--- src/rtl/hct138_decoder.sv ---
// Registered 74HCT138-style 3-to-8 decoder with active-low outputs and an alarm buzzer.
// Optional tone mode: define HCT138_BUZZER_TONE_EN to make Buzzer a square wave of half-period TONE_DIV.
module hct138_decoder #(
  parameter int unsigned TONE_DIV = 4
) (
  input  logic clk,
  input  logic rst,
  input  logic A,
  input  logic B,
  input  logic C,
  input  logic G,
  input  logic G_2A,
  input  logic G_2B,
  output logic Y0,
  output logic Y1,
  output logic Y2,
  output logic Y3,
  output logic Y4,
  output logic Y5,
  output logic Y6,
  output logic Y7,
  output logic Buzzer
);

  if (TONE_DIV < 1 || TONE_DIV > 65535) begin : g_bad_tone_div
    $error("hct138_decoder: TONE_DIV must be in 1..65535");
  end

  logic       en;
  logic [2:0] addr;
  logic       alarm;
  logic [7:0] y_next;
  logic [7:0] y_q;
  logic       buzzer_q;

  assign en    = G & ~G_2A & ~G_2B;
  assign addr  = {C, B, A};
  assign alarm = en & (addr == 3'd7);

  always_comb begin
    y_next = '1;
    if (en) begin
      y_next[addr] = 1'b0;
    end
  end

  always_ff @(posedge clk or posedge rst) begin
    if (rst) begin
      y_q <= '1;
    end else begin
      y_q <= y_next;
    end
  end

`ifdef HCT138_BUZZER_TONE_EN
  logic [15:0] tone_cnt;
  logic        tone_active;

  // The first sampled alarm starts a fresh high phase; the counter then
  // toggles the phase every TONE_DIV cycles.
  always_ff @(posedge clk or posedge rst) begin
    if (rst) begin
      tone_cnt    <= '0;
      tone_active <= 1'b0;
      buzzer_q    <= 1'b0;
    end else if (!alarm) begin
      tone_cnt    <= '0;
      tone_active <= 1'b0;
      buzzer_q    <= 1'b0;
    end else if (!tone_active) begin
      tone_cnt    <= '0;
      tone_active <= 1'b1;
      buzzer_q    <= 1'b1;
    end else if (tone_cnt == 16'(TONE_DIV - 1)) begin
      tone_cnt <= '0;
      buzzer_q <= ~buzzer_q;
    end else begin
      tone_cnt <= tone_cnt + 16'd1;
    end
  end
`else
  always_ff @(posedge clk or posedge rst) begin
    if (rst) begin
      buzzer_q <= 1'b0;
    end else begin
      buzzer_q <= alarm;
    end
  end
`endif

  assign Y0     = y_q[0];
  assign Y1     = y_q[1];
  assign Y2     = y_q[2];
  assign Y3     = y_q[3];
  assign Y4     = y_q[4];
  assign Y5     = y_q[5];
  assign Y6     = y_q[6];
  assign Y7     = y_q[7];
  assign Buzzer = buzzer_q;

endmodule

--- config.mk ---
export PLATFORM = sky130hd
export DESIGN_NAME = hct138_decoder
export DESIGN_NICKNAME = d
export VERILOG_FILES = /design/src/rtl/hct138_decoder.sv
export SDC_FILE = /design/constraint.sdc
export NUM_CORES = 1
export LEC_CHECK = 0
export BUFFER_PORTS_ARGS = -buffer_cell sky130_fd_sc_hd__buf_2
export CAP_MARGIN = 15
export CORE_AREA = 2 2 39 41
export DETAILED_ROUTE_END_ITERATION = 8
export DIE_AREA = 0 0 41 43
export GPL_TIMING_DRIVEN = 0
export PLACE_DENSITY_LB_ADDON = 0.1
export SLEW_MARGIN = 10
export SYNTH_ARGS = -nofsm -noshare
export SYNTH_HDL_FRONTEND = slang
export SYNTH_SLANG_ARGS = --single-unit
--- constraint.sdc ---
create_clock -name clk -period 0.9 [get_ports clk]
set_clock_uncertainty 0.1 [all_clocks]
set_input_delay 0.135 -clock clk [delete_from_list [all_inputs] [get_ports clk]]
set_output_delay 0.135 -clock clk [all_outputs]
set_load 0.02 [all_outputs]
## After elaboration in Yosys (flattened, before gate mapping)

Index checks and enable logic that the tools add are counted.

- Bits in registers: 9
- Input port bits: 8
- Output and inout port bits: 9
- Word-level logic and storage cells: 15

- $lt $le $gt $ge: 2
- Eq/ne operators: 1
- Multiplexer cells: 3
- Bitwise logic cells: 6
- Reductions and logical operators: 1

Operator list:

| kind | count |
|---|---|
| 8-bit 2-to-1 mux | 1 |
| 8-bit NOT | 1 |
| 3-bit by 4-bit less-than comparator with 1-bit output, second input constant | 1 |
| 1-bit bitwise AND | 3 |
| 1-bit demux with 3-bit select | 1 |
| 3-bit equality test, second input constant | 1 |
| 3-bit by 1-bit greater-or-equal comparator with 1-bit output, second input constant | 1 |
| 1-bit NOT | 2 |
| 1-bit logical AND | 1 |
| 1-bit 2-to-1 mux | 1 |

## Longest topological paths before layout

- Depth in word-level cells: 6
- Gate-level depth with buffers: 2
- Depth with buffers taken out: 2

## Worst setup path after synthesis

No wires, ideal clock.

- Path kind: register -> output
- Start point: reg y_q[0]
- End point: out Y0
- Data arrival time: 0.554 ns
- Data required time: 0.665 ns
- Path slack: 0.111 ns
- Stages on the path, launching flop included: 1
- Cells stage by stage: dfstp_2

RTL lines:

| what | line | source |
|---|---|---|
| start: declaration | 33 | `logic [7:0] y_q;` |
| start signal: assignment | 51 | `y_q <= y_next;` |
| end: declaration | 14 | `output logic Y0,` |

No word-level cell between the ends.

## Final worst setup path

- Start point: reg y_q[4]
- End point: out Y4

RTL lines:

| what | line | source |
|---|---|---|
| end: declaration | 18 | `output logic Y4,` |

No word-level cell between the ends.

==> metrics.csv <==
stage,metric,value,unit
synthesis,post-synthesis mux area share,0,%
hold_path,WHS Endpoint,y_q[1],
drt,DR pass1 iterations,4,
run_status,outcome,"finished, violations left",
sta,Fmax,895,MHz
floorplan,die area,1760,um^2
synthesis,largest family of logic cells by synthesized area,simple AND/OR/NAND/NOR gates,
synthesis,Syn Std Cell Area,324,um^2
critical_path,kind of cell adding the most delay to the critical path,flip-flops,
synthesis,Yosys reg bits,9,
synthesis,biggest area consumer among synthesized cells,dfstp_2,
synthesis,Mapped Avg Cell Area,13.0,um^2
synthesis,Ys Warns,0,
synthesis,"FFs w/ async S/R, synth",100,%
drt,metal2 WL,259,um
critical_path,CP bufs+invs,1,
power_and_ir_drop,maximum vdd ir drop,672,uV
drt,Residual DRC,0,
floorplan,starting density of the core,23.4,%
sta,Worst-Margin Slew,0.302,ns
run,Max Cap Viol,0,
grt,gr usage total,7.52,%
grt,first-pass GRT wire length,828,um
clock_tree,CTS sink cnt,9,
placement,I/O Buffers,16,
drt,ANT nets after route,0,
synthesis,syn nets,33,
critical_path,Critical Path AT,0.88,ns
synthesis,top_reg_cell synth,dfstp_2,
floorplan,Core Rows,14,
synthesis,"Seq/Total Area, Yosys",72.6,%
sta,fin crit share,124,%
sta,hold slack final,0.0195,ns
finish,Finished Cell Area,527,um^2
sta,final setup violation count,9,
hold_path,HP Class,in2reg,
placement,"worst slack, placed",0.0203,ns
power_and_ir_drop,PD cells,1470,nW/um^2
synthesis,Yosys top cell area share,64.9,%
synthesis,simple-gate area share of the yosys netlist,26.3,%
critical_path,crit-path max FO,1,
clock_tree,Root Buffer,clkbuf_4,
drt,DR WL/cell,9.00,um
floorplan,chip height,43,um
drt,Post-Route WL,567,um
critical_path,CP cell instances,buf_6,
sta,RSZ-0062 raised after global routing,true,
grt,total global routing overflow,0,
sta,setup ws final,-0.217,ns
critical_path,"Slowest-stage cell, CP",dfstp_2,
synthesis,Post-synth EDFFs,0,
synthesis,Area contributors post-synth,"dfstp_2 65%, dfrtp_1 7.7%, nand2_1 6.9%",
synthesis,cell count after synthesis,25,
floorplan,IO Count,17,
placement,gp weighted congestion,0.733,
finish,Area Overhead vs Synth,62.5,%
clock_tree,Max clock buf depth,2,
synthesis,post-synthesis cell type count,11,
placement,Placed Area,424,um^2
clock_tree,Num CTS Buffers,3,
critical_path,nature of the critical path endpoint,output port,
grt,vias in the first global route,218,
grt,largest net degree at the start of global routing,10,
power_and_ir_drop,leakage,0.234,nW
critical_path,kind of critical path,reg2out,
critical_path,Worst setup SP type,register,
clock_tree,clk slew on worst S/H paths,0.05,ns
drt,DR vias,253,
synthesis,XOR/XNOR share of the synthesized area,0,%
hold_path,Worst Hold Path Cells,3,
power_and_ir_drop,power after layout,0.772,mW
drt,M1 WL,238,um
sta,Final min period,1.12,ns
drt,DRT iter0 DRCs,6,
clock_tree,post-CTS setup buffer count,0,
drt,post-DR vias/cell,4.02,
drt,Max Used Layer,met3,
clock_tree,Max H-tree Level,1,
hold_path,min-delay src,G_2A,
critical_path,CP required,0.66,ns
sta,endpoints failing hold,0,
synthesis,"count leader, synth",dfstp_2,
drt,routed length on met3,69,um
synthesis,Synth Area in Compound Gates,0,%
clock_tree,CTS tree,built,
grt,initial antenna violation count,0,
floorplan,Die X,41,um
sta,worst rel slew slack,79.8,%
finish,Final nets,56,
critical_path,CP max stage delay,0.52,ns
floorplan,Core ar.,1380,um^2
synthesis,"top cells by count, synth","8 x dfstp_2, 6 x nand2_1, 2 x and3b_1, 2 x nand3_1",
sta,"Slew Viols, Final",0,
synthesis,area share of fa/ha/maj cells after synthesis,0,%
finish,proportion of layout cells with a drive suffix above 1,59.6,%
finish,n_diodes,0,
run_status,failing checks,negative setup slack,
==> cells in the final DEF (no fill, tap or decap) <==
cell type,instances
dfstp_2,8
buf_2,7
nor3b_1,1
and2_1,1
dfrtp_1,1
inv_1,1
buf_6,9
and3b_1,2
clkbuf_1,1
nand2_1,6
nor3b_2,1
nand3_1,2
nor2_1,1
nor3_1,1
clkbuf_4,3
dlygate4sd3_1,2
==> stage by stage <==
stage	instances	setup TNS, ns	utilization, %
3_3_place_gp	57	0	30.7
5_1_grt	63	-2.03	38.1
4_1_cts	63	-1.93	38.1
6_report	63	-1.81	38.1
2_1_floorplan	25	0	-
3_5_place_dp	57	0	30.7
==> how the worst max path moves through the flow <==
stage	end	start	cells past startpoint	slack, ns
after floorplan	Y0	y_q[0]	0	0.11
after global placement	Y2	y_q[2]	1	0.02
after detailed placement	Y7	y_q[7]	1	0.02
after CTS	Y2	y_q[2]	1	-0.23
after global routing	Y0	y_q[0]	1	-0.25
final	Y4	y_q[4]	1	-0.22
==> kinds of logic after synthesis <==
family | count (synthesis)
flops | 9
buf+inv | 1
simple gates | 15
==> flip-flops by register name, summed over array words and instances, names as in the netlist <==
register,cells
Buzzer,1
y_q,8
==> routing by layer <==
metal,vias to the layer above,track usage [%]
met5,-,0
met4,0,8.00
met3,0,3.14
met2,15,9.06
met1,113,9.03
li1,125,-
==> final cells by class <==
type,instances,area [um^2]
clock buffer,4,26.3
fill,143,857
inverter,1,3.75
multi-input combinational,15,85.1
sequential,9,235
tap,16,20.0
timing repair buffer,18,156
==> what timing repair did <==
item,in CTS,in global routing
hold buffers,2,0
endpoints found under the hold margin,11,0
cloned,0,0
setup endpoints to repair,9,9
resized for setup,18,0
==> power by group <==
part	internal, mW	total [mW]	leakage, nW	switching, mW
clock network	0.170	0.291	0.0150	0.122
logic	0.0323	0.0658	0.121	0.0335
registers	0.413	0.415	0.0981	0.00173
(Power assumes the default switching activity.)
